## src/rtl/wash_billing_meter_pkg.sv

```systemverilog
// Package billing_pkg: shared types and helpers for the wash billing meter.
//   state_t   : meter FSM states
//   SEG_*     : active-low 7-segment codes, bit order {dp,g,f,e,d,c,b,a}
//   DIG_DASH  : non-BCD digit code the display path uses to request a dash
//   seg_code  : digit code -> segment pattern
//   bin2bcd   : 32-bit binary -> 10-digit packed BCD (double-dabble)
package billing_pkg;

  typedef enum logic [1:0] {IDLE, RUN, PAUSE, EXHAUST} state_t;

  localparam logic [7:0] SEG_0     = 8'hC0;
  localparam logic [7:0] SEG_1     = 8'hF9;
  localparam logic [7:0] SEG_2     = 8'hA4;
  localparam logic [7:0] SEG_3     = 8'hB0;
  localparam logic [7:0] SEG_4     = 8'h99;
  localparam logic [7:0] SEG_5     = 8'h92;
  localparam logic [7:0] SEG_6     = 8'h82;
  localparam logic [7:0] SEG_7     = 8'hF8;
  localparam logic [7:0] SEG_8     = 8'h80;
  localparam logic [7:0] SEG_9     = 8'h90;
  localparam logic [7:0] SEG_BLANK = 8'hFF;
  localparam logic [7:0] SEG_DASH  = 8'hBF;

  localparam logic [3:0] DIG_DASH  = 4'hA;

  function automatic logic [7:0] seg_code(input logic [3:0] d);
    logic [7:0] s;
    case (d)
      4'd0:     s = SEG_0;
      4'd1:     s = SEG_1;
      4'd2:     s = SEG_2;
      4'd3:     s = SEG_3;
      4'd4:     s = SEG_4;
      4'd5:     s = SEG_5;
      4'd6:     s = SEG_6;
      4'd7:     s = SEG_7;
      4'd8:     s = SEG_8;
      4'd9:     s = SEG_9;
      DIG_DASH: s = SEG_DASH;
      default:  s = SEG_BLANK;
    endcase
    return s;
  endfunction

  // Shift-and-add-3: any BCD nibble >= 5 gets +3 before each left shift.
  function automatic logic [39:0] bin2bcd(input logic [31:0] bin);
    logic [39:0] bcd;
    bcd = '0;
    for (int i = 31; i >= 0; i--) begin
      for (int d = 0; d < 10; d++)
        if (bcd[d*4 +: 4] >= 4'd5) bcd[d*4 +: 4] = bcd[d*4 +: 4] + 4'd3;
      bcd = {bcd[38:0], bin[i]};
    end
    return bcd;
  endfunction

endpackage

```

## src/rtl/wash_billing_meter_if.sv

```systemverilog
// Panel/meter signal bundle.
//   master : panel side  - drives on/start/bal, observes meter outputs
//   slave  : meter side  - drives remain/charge/done/seg/ena/st_light
interface wash_billing_meter_if #(
  parameter int BAL_W  = 12,
  parameter int DIGITS = 4
);
  logic              on;
  logic              start;
  logic [BAL_W-1:0]  bal;
  logic [BAL_W-1:0]  remain;
  logic [BAL_W-1:0]  charge;
  logic              done;
  logic [7:0]        seg;
  logic [DIGITS-1:0] ena;
  logic [7:0]        st_light;

  modport master (output on, start, bal,
                  input  remain, charge, done, seg, ena, st_light);
  modport slave  (input  on, start, bal,
                  output remain, charge, done, seg, ena, st_light);
endinterface

```

## src/rtl/wash_billing_meter_seg_scan.sv

```systemverilog
// seg_scan_n: multiplexed 7-segment scanner.
//   clk, rst  : clock, async active-low reset
//   digit_i   : per-digit code (0-9, DIG_DASH, anything else blank)
//   blank_i   : per-digit blank mask (leading-zero suppression)
//   off_i     : blank the whole display (all enables high)
//   seg_o     : active-low segments {dp,g..a}, registered
//   ena_o     : active-low digit enables, registered
// Digit 0 is shown first; the selector advances every SCAN_DIV cycles.
module seg_scan_n
  import billing_pkg::*;
#(
  parameter int DIGITS   = 4,
  parameter int SCAN_DIV = 100_000
) (
  input  logic                   clk,
  input  logic                   rst,
  input  logic [DIGITS-1:0][3:0] digit_i,
  input  logic [DIGITS-1:0]      blank_i,
  input  logic                   off_i,
  output logic [7:0]             seg_o,
  output logic [DIGITS-1:0]      ena_o
);
  localparam int CW = $clog2(SCAN_DIV);
  localparam int DW = $clog2(DIGITS);

  logic [CW-1:0]     scan_q, scan_d;
  logic [DW-1:0]     sel_q, sel_d;
  logic [7:0]        seg_q, seg_d;
  logic [DIGITS-1:0] ena_q, ena_d;

  always_comb begin
    scan_d = scan_q + 1'b1;
    sel_d  = sel_q;
    if (scan_q == CW'(SCAN_DIV - 1)) begin
      scan_d = '0;
      sel_d  = (sel_q == DW'(DIGITS - 1)) ? '0 : sel_q + 1'b1;
    end
    seg_d = blank_i[sel_q] ? SEG_BLANK : seg_code(digit_i[sel_q]);
    ena_d = '1;
    if (!off_i) ena_d[sel_q] = 1'b0;
  end

  always_ff @(posedge clk or negedge rst) begin
    if (!rst) begin
      scan_q <= '0;
      sel_q  <= '0;
      seg_q  <= SEG_BLANK;
      ena_q  <= '1;
    end else begin
      scan_q <= scan_d;
      sel_q  <= sel_d;
      seg_q  <= seg_d;
      ena_q  <= ena_d;
    end
  end

  assign seg_o = seg_q;
  assign ena_o = ena_q;
endmodule

```

## src/rtl/wash_billing_meter.sv

```systemverilog
// wash_billing_meter: pay-per-time meter for the washer controller.
// Latches a prepaid balance on start and charges one unit every
// CHARGE_SECS ticks of RUN time; pauses while on is low.
//   clk, rst : clock, async active-low reset
//   bus      : wash_billing_meter_if.slave (on/start/bal in;
//              remain/charge/done/seg/ena/st_light out)
// Optional feature macro: BILL_LOWBAL_WARN_EN (low-balance warning on
// st_light[5] plus display blinking on alternate ticks).
module wash_billing_meter
  import billing_pkg::*;
#(
  parameter int TICK_DIV    = 100_000_000,
  parameter int CHARGE_SECS = 10,
  parameter int DIGITS      = 4,
  parameter int BAL_W       = 12,
  parameter int SCAN_DIV    = 100_000,
  parameter int LOW_THRESH  = 5
) (
  input logic                clk,
  input logic                rst,
  wash_billing_meter_if.slave bus
);
  localparam int TW = $clog2(TICK_DIV);
  localparam int SW = (CHARGE_SECS > 1) ? $clog2(CHARGE_SECS) : 1;
`ifdef BILL_LOWBAL_WARN_EN
  localparam bit WARN_EN = 1'b1;
`else
  localparam bit WARN_EN = 1'b0;
`endif

  state_t           state_q, state_d;
  logic [TW-1:0]    tick_q, tick_d;
  logic [SW-1:0]    sec_q, sec_d;
  logic [BAL_W-1:0] remain_q, remain_d;
  logic [BAL_W-1:0] charge_q, charge_d;
  logic             err_q, err_d;
  logic             tgl_q, tgl_d;
  logic             done_q, done_d;
  logic [7:0]       st_q, st_d;
  logic             warn_d;

  // Next-state. Counting is keyed off the registered RUN state, so a tick
  // or charge landing in the same cycle as a stop or an on fall is still
  // applied before the state changes.
  always_comb begin
    state_d  = state_q;
    tick_d   = tick_q;
    sec_d    = sec_q;
    remain_d = remain_q;
    charge_d = charge_q;
    err_d    = err_q;
    tgl_d    = tgl_q;
    case (state_q)
      IDLE: begin
        if (bus.start) begin
          if ($signed(bus.bal) > $signed(BAL_W'(0))) begin
            remain_d = bus.bal;
            charge_d = '0;
            tick_d   = '0;
            sec_d    = '0;
            err_d    = 1'b0;
            tgl_d    = 1'b0;
            state_d  = bus.on ? RUN : PAUSE;
          end else begin
            err_d = 1'b1;
          end
        end
      end
      RUN: begin
        if (tick_q == TW'(TICK_DIV - 1)) begin
          tick_d = '0;
          tgl_d  = ~tgl_q;
          if (sec_q == SW'(CHARGE_SECS - 1)) begin
            sec_d = '0;
            if (remain_q != '0) begin
              remain_d = remain_q - 1'b1;
              charge_d = charge_q + 1'b1;
            end
          end else begin
            sec_d = sec_q + 1'b1;
          end
        end else begin
          tick_d = tick_q + 1'b1;
        end
        if (bus.start)            state_d = IDLE;
        else if (remain_d == '0)  state_d = EXHAUST;
        else if (!bus.on)         state_d = PAUSE;
      end
      PAUSE: begin
        if (bus.start)   state_d = IDLE;
        else if (bus.on) state_d = RUN;
      end
      EXHAUST: begin
        if (bus.start) state_d = IDLE;
      end
      default: state_d = IDLE;
    endcase

    done_d = (state_d == EXHAUST);
    warn_d = WARN_EN && (state_d == RUN || state_d == PAUSE) &&
             (remain_d <= BAL_W'(LOW_THRESH));
    st_d   = {err_d, 1'b0, warn_d, tgl_d,
              state_d == EXHAUST, state_d == PAUSE,
              state_d == RUN, state_d == IDLE};
  end

  always_ff @(posedge clk or negedge rst) begin
    if (!rst) begin
      state_q  <= IDLE;
      tick_q   <= '0;
      sec_q    <= '0;
      remain_q <= '0;
      charge_q <= '0;
      err_q    <= 1'b0;
      tgl_q    <= 1'b0;
      done_q   <= 1'b0;
      st_q     <= '0;
    end else begin
      state_q  <= state_d;
      tick_q   <= tick_d;
      sec_q    <= sec_d;
      remain_q <= remain_d;
      charge_q <= charge_d;
      err_q    <= err_d;
      tgl_q    <= tgl_d;
      done_q   <= done_d;
      st_q     <= st_d;
    end
  end

  // Display value -> digit codes. Digits past DIGITS being non-zero means
  // the value does not fit, so every position shows a dash instead.
  logic [BAL_W-1:0]      disp_val;
  logic [39:0]           bcd;
  logic                  ovf, lead;
  logic [DIGITS-1:0][3:0] dig;
  logic [DIGITS-1:0]     blank;
  logic                  blank_all;

  always_comb begin
    disp_val = (state_q == IDLE) ? charge_q : remain_q;
    bcd      = bin2bcd(32'(disp_val));
    ovf      = 1'b0;
    lead     = 1'b1;
    dig      = '0;
    blank    = '0;
    for (int d = DIGITS; d < 10; d++)
      if (bcd[d*4 +: 4] != 4'd0) ovf = 1'b1;
    for (int d = DIGITS - 1; d >= 0; d--) begin
      dig[d] = ovf ? DIG_DASH : bcd[d*4 +: 4];
      if (d != 0 && lead && !ovf && bcd[d*4 +: 4] == 4'd0) blank[d] = 1'b1;
      else lead = 1'b0;
    end
  end

  // Warning blink: display off during the tick periods where the tick
  // toggle bit is high.
  assign blank_all = WARN_EN && st_q[5] && tgl_q;

  seg_scan_n #(.DIGITS(DIGITS), .SCAN_DIV(SCAN_DIV)) u_scan (
    .clk     (clk),
    .rst     (rst),
    .digit_i (dig),
    .blank_i (blank),
    .off_i   (blank_all),
    .seg_o   (bus.seg),
    .ena_o   (bus.ena)
  );

  assign bus.remain   = remain_q;
  assign bus.charge   = charge_q;
  assign bus.done     = done_q;
  assign bus.st_light = st_q;
endmodule
```

## src/flat_wrapper.sv

```systemverilog
// flat-port wrapper written by rule: the top's interface ports become plain ports
module wash_billing_meter_flat import billing_pkg::*;
#(
  parameter int TICK_DIV    = 100_000_000,
  parameter int CHARGE_SECS = 10,
  parameter int DIGITS      = 4,
  parameter int BAL_W       = 12,
  parameter int SCAN_DIV    = 100_000,
  parameter int LOW_THRESH  = 5
)
  (clk, rst, bus_on, bus_start, bus_bal, bus_remain, bus_charge, bus_done, bus_seg, bus_ena, bus_st_light);
  wash_billing_meter_if #(.BAL_W(BAL_W), .DIGITS(DIGITS)) bus_i ();
  input logic clk;
  input logic rst;
  input wire logic [$bits(bus_i.on)-1:0] bus_on;
  input wire logic [$bits(bus_i.start)-1:0] bus_start;
  input wire logic [$bits(bus_i.bal)-1:0] bus_bal;
  output wire logic [$bits(bus_i.remain)-1:0] bus_remain;
  output wire logic [$bits(bus_i.charge)-1:0] bus_charge;
  output wire logic [$bits(bus_i.done)-1:0] bus_done;
  output wire logic [$bits(bus_i.seg)-1:0] bus_seg;
  output wire logic [$bits(bus_i.ena)-1:0] bus_ena;
  output wire logic [$bits(bus_i.st_light)-1:0] bus_st_light;
  assign bus_i.on = bus_on;
  assign bus_i.start = bus_start;
  assign bus_i.bal = bus_bal;
  assign bus_remain = bus_i.remain;
  assign bus_charge = bus_i.charge;
  assign bus_done = bus_i.done;
  assign bus_seg = bus_i.seg;
  assign bus_ena = bus_i.ena;
  assign bus_st_light = bus_i.st_light;
  wash_billing_meter #(.TICK_DIV(TICK_DIV), .CHARGE_SECS(CHARGE_SECS), .DIGITS(DIGITS), .BAL_W(BAL_W), .SCAN_DIV(SCAN_DIV), .LOW_THRESH(LOW_THRESH)) u_core (.clk(clk), .rst(rst), .bus(bus_i));
endmodule
```

## config.mk

```make
export PLATFORM = sky130hd
export DESIGN_NAME = wash_billing_meter_flat
export DESIGN_NICKNAME = d
export VERILOG_FILES = /design/src/rtl/wash_billing_meter_pkg.sv /design/src/rtl/wash_billing_meter_if.sv /design/src/rtl/wash_billing_meter_seg_scan.sv /design/src/rtl/wash_billing_meter.sv /design/src/flat_wrapper.sv
export SDC_FILE = /design/constraint.sdc
export NUM_CORES = 1
export LEC_CHECK = 0
export CAP_MARGIN = 20
export CELL_PAD_IN_SITES_DETAIL_PLACEMENT = 1
export CELL_PAD_IN_SITES_GLOBAL_PLACEMENT = 2
export CORE_MARGIN = 2
export CORE_UTILIZATION = 33
export DETAILED_ROUTE_END_ITERATION = 7
export PLACE_DENSITY_LB_ADDON = 0.1
export SYNTH_ARGS = -nofsm -noshare
export SYNTH_HDL_FRONTEND = slang
export SYNTH_SLANG_ARGS = --single-unit
```

## constraint.sdc

```tcl
create_clock -name clk -period 10.2 [get_ports clk]
set_input_delay 1.53 -clock clk [delete_from_list [all_inputs] [get_ports clk]]
set_output_delay 1.53 -clock clk [all_outputs]
set_load 0.05 [all_outputs]
```

==> results.toml, run 1 <==
[die]
die_area_mm2 = 0.0255
core_area_mm2 = 0.0236
die-width_um = 160
rows = 56
dieHeight_um = 160
io_pins = 61
initial_utilization_pct = 33.9

[layout]
syn_to_final_growth_pct = 20.0
antenna_cells = 0
multiInputGateArea_mm2 = 0.00547
fill_cells = 2818
regArea_mm2 = 0.00234
drive_gt1_share_pct = 14.9
final_area_mm2 = 0.00960
finish.utilization_pct = 40.6
final_cells = 1361
fin_nets = 1085

[global_routing]
grt_max_degree = 51
grt_pass1_vias = 7467
grt_pass1_wl_um = 39500
grt-ovfl-total = 0
track_usage_pct = 18.5
antenna_found_initial = 0

[logic_synthesis]
synth_seq_area_share_pct = 29.3
ys_ff_latch = 93
synth_cells = 963
synth_flop_cell = "dfrtp_1"
yosys_warnings = 0
synth_edf_count = 0
synth.distinct_cells = 111
syn_area_per_cell_um2 = 8.31
synthArstFlopShare_pct = 100
syn_area_mm2 = 0.00800

[clock_tree]
ctsHoldBuffers = 0
clock_latency_ps = 350
numCtsBuffers = 9
cts_sinks = 93
clk_pin_slew_worst_paths_ps = 80
cts_buffer_depth = 2
cts_root_buf = "clkbuf_16"
cts_tree = "built"
h-tree-depth = 3

[sta]
slew_viol_final = 0
hold_viol = 0
min_period_ps = 9700
post-route-period-util_pct = 95.1
finClkSkew_ps = 12.5
relSlewSlack_pct = 46.0
max_freq_ghz = 0.103
finalSetupViolations = 0
tightest_slew_ps = 804

[worst_setup_path]
r2r_slack_ps = 500
crit_end = "u_core.u_scan.seg_o[3]$_DFF_PN1_"
crit_top_cell = "nor2_1"
end_kind = "register"
r2r-end = "u_core.u_scan.seg_o[3]$_DFF_PN1_"
r2r_cells = 49
path_delay_family = "simple AND/OR/NAND/NOR gates"
r2r-start = "u_core.state_q[0]$_DFF_PN0_"
critical_path_buf_inv_count = 5
worstPathRequired_ps = 10500
worstPathArrival_ps = 10000
critPathKind = "reg2reg"
worstPathMaxFanout = 4
cp_slowest_stage_delay_ps = 550
start_kind = "register"
worst-path-stages = 49
critPathLaunch = "u_core.state_q[0]$_DFF_PN0_"
cpMaxStageDelayCell = "or4b_1"

[routing]
wl_per_cell_um = 17.2
vias = 7405
ant_nets = 0
drt-initial-drc-count = 348
drc = 0
vias_per_cell = 5.44
dr.pass1.iters = 4
wl_um = 23400

[status]
status = "finished, final reports clean"

[place]
portBuffers = 57
dp_cells = 1335
hpwl_um = 17500
place_area_mm2 = 0.00906
gpl.final_weighted_congestion = 0.803

[min_path]
hold_path_class = "reg2reg"

[run]
max-cap-violations = 0
[worst min path at each step]
stage | endpoint | cells after the start | from | slack, ps
after floorplan | u_core.u_scan.scan_q[0]$_DFF_PN0_ | 1 | u_core.u_scan.scan_q[0]$_DFF_PN0_ | 450
after global placement | u_core.u_scan.scan_q[0]$_DFF_PN0_ | 1 | u_core.u_scan.scan_q[0]$_DFF_PN0_ | 470
after detailed placement | u_core.u_scan.scan_q[0]$_DFF_PN0_ | 1 | u_core.u_scan.scan_q[0]$_DFF_PN0_ | 480
after CTS | u_core.u_scan.scan_q[0]$_DFF_PN0_ | 1 | u_core.u_scan.scan_q[0]$_DFF_PN0_ | 490
after global routing | u_core.bus.st_light[4]$_DFFE_PN0P_ | 1 | u_core.bus.st_light[4]$_DFFE_PN0P_ | 530
final | u_core.u_scan.scan_q[0]$_DFF_PN0_ | 1 | u_core.u_scan.scan_q[0]$_DFF_PN0_ | 490
[per-layer routing]
layer  share of wire, %  track usage, %  vias to the layer above
li1                   -               -                     3676
met1                 51            27.1                     3648
met2                 47            29.6                       68
met3                1.8            1.71                       13
met4               0.80            3.68                        0
met5                  0               0                        -
[kinds of logic (layout without fill, tap and decap cells)]
group                    count (synthesis)  after routing  share of synthesized area, %
flip-flops                              93             93                          29.3
AO/OA/AOI/OAI                          266            266                          24.2
other                                    2              3                        0.0939
multiplexers                            36             36                          5.24
AND/OR/NAND/NOR                        393            393                          25.1
buffers and inverters                   85            163                          4.47
adder cells (fa/ha/maj)                 32             32                          5.01
XOR/XNOR                                56             56                          6.59
[cell usage after synthesis, types with 12 or more instances]
cell type	instances	share of area, %
o21a_1	12	1.1
nand3_1	36	2.3
xor2_1	25	2.7
or3_1	12	0.94
ha_1	32	5.0
nor4_1	14	1.1
mux2i_1	21	2.6
xnor2_1	27	3.0
o22ai_1	14	1.1
nand2_1	82	3.8
nor3_1	30	1.9
and3_1	19	1.5
clkbuf_1	26	1.2
nor2_1	104	4.9
o21ai_0	64	4.0
dfrtp_1	82	26
a21oi_1	54	3.4
nand4_1	25	2.0
inv_1	41	1.9
[stage by stage]
step	setup TNS [ps]	hold slack, ps	setup WS [ps]
2_1_floorplan	0	448	29.2
3_3_place_gp	0	474	96.3
3_5_place_dp	-351	483	-152
4_1_cts	0	493	16.8
5_1_grt	-415	527	-135
6_report	0	491	497
[state kept, by name, summed over array words and instances, names as in the netlist]
name / flops
u_core.tick_q: 27
u_core.u_scan.scan_q: 17
u_core.bus.charge: 12
u_core.bus.remain: 12
u_core.u_scan.seg_o: 7
u_core.bus.st_light: 6
u_core.sec_q: 4
u_core.u_scan.ena_o: 4
u_core.state_q: 2
u_core.u_scan.sel_q: 2
[cell usage in the layout (no fill, tap or decap), types with 30 or more instances in the layout]
master | netlist | layout
buf_4 | 6 | 45
inv_1 | 41 | 40
nand2_1 | 82 | 82
dfrtp_1 | 82 | 79
clkdlybuf4s50_1 | 0 | 56
a21oi_1 | 54 | 52
nor3_1 | 30 | 30
nand3_1 | 36 | 35
o21ai_0 | 64 | 64
nor2_1 | 104 | 101
[repair_timing]
item                       in CTS  in global routing
setup endpoints to repair       7                  7
pin swaps                       4                 11
gates resized for setup         5                 27
buffers inserted                6                  4
[layout make-up]
type / count / share of cell area [%]
Tap cell: 319 / 4.16
Clock inverter: 5 / 0.704
Multi-Input combinational cell: 786 / 57.0
Clock buffer: 11 / 2.53
Sequential cell: 93 / 24.4
Inverter: 46 / 1.83
Timing Repair Buffer: 101 / 9.36
Power of run 1 is not shown: default switching activity piles up to over one toggle a cycle in this logic, so the estimate is an artifact.
==> run 2: changes to the inputs <==
--- a/config.mk
+++ b/config.mk
@@ -5,6 +5,7 @@
 export SDC_FILE = /design/constraint.sdc
 export NUM_CORES = 1
 export LEC_CHECK = 0
+export ABC_AREA = 0
 export CAP_MARGIN = 20
 export CELL_PAD_IN_SITES_DETAIL_PLACEMENT = 1
 export CELL_PAD_IN_SITES_GLOBAL_PLACEMENT = 2
==> results of run 2 <==
Same layout as run 1: the final DEF is identical, and so are final timing and power.
Power of run 2 is left out for the same reason.
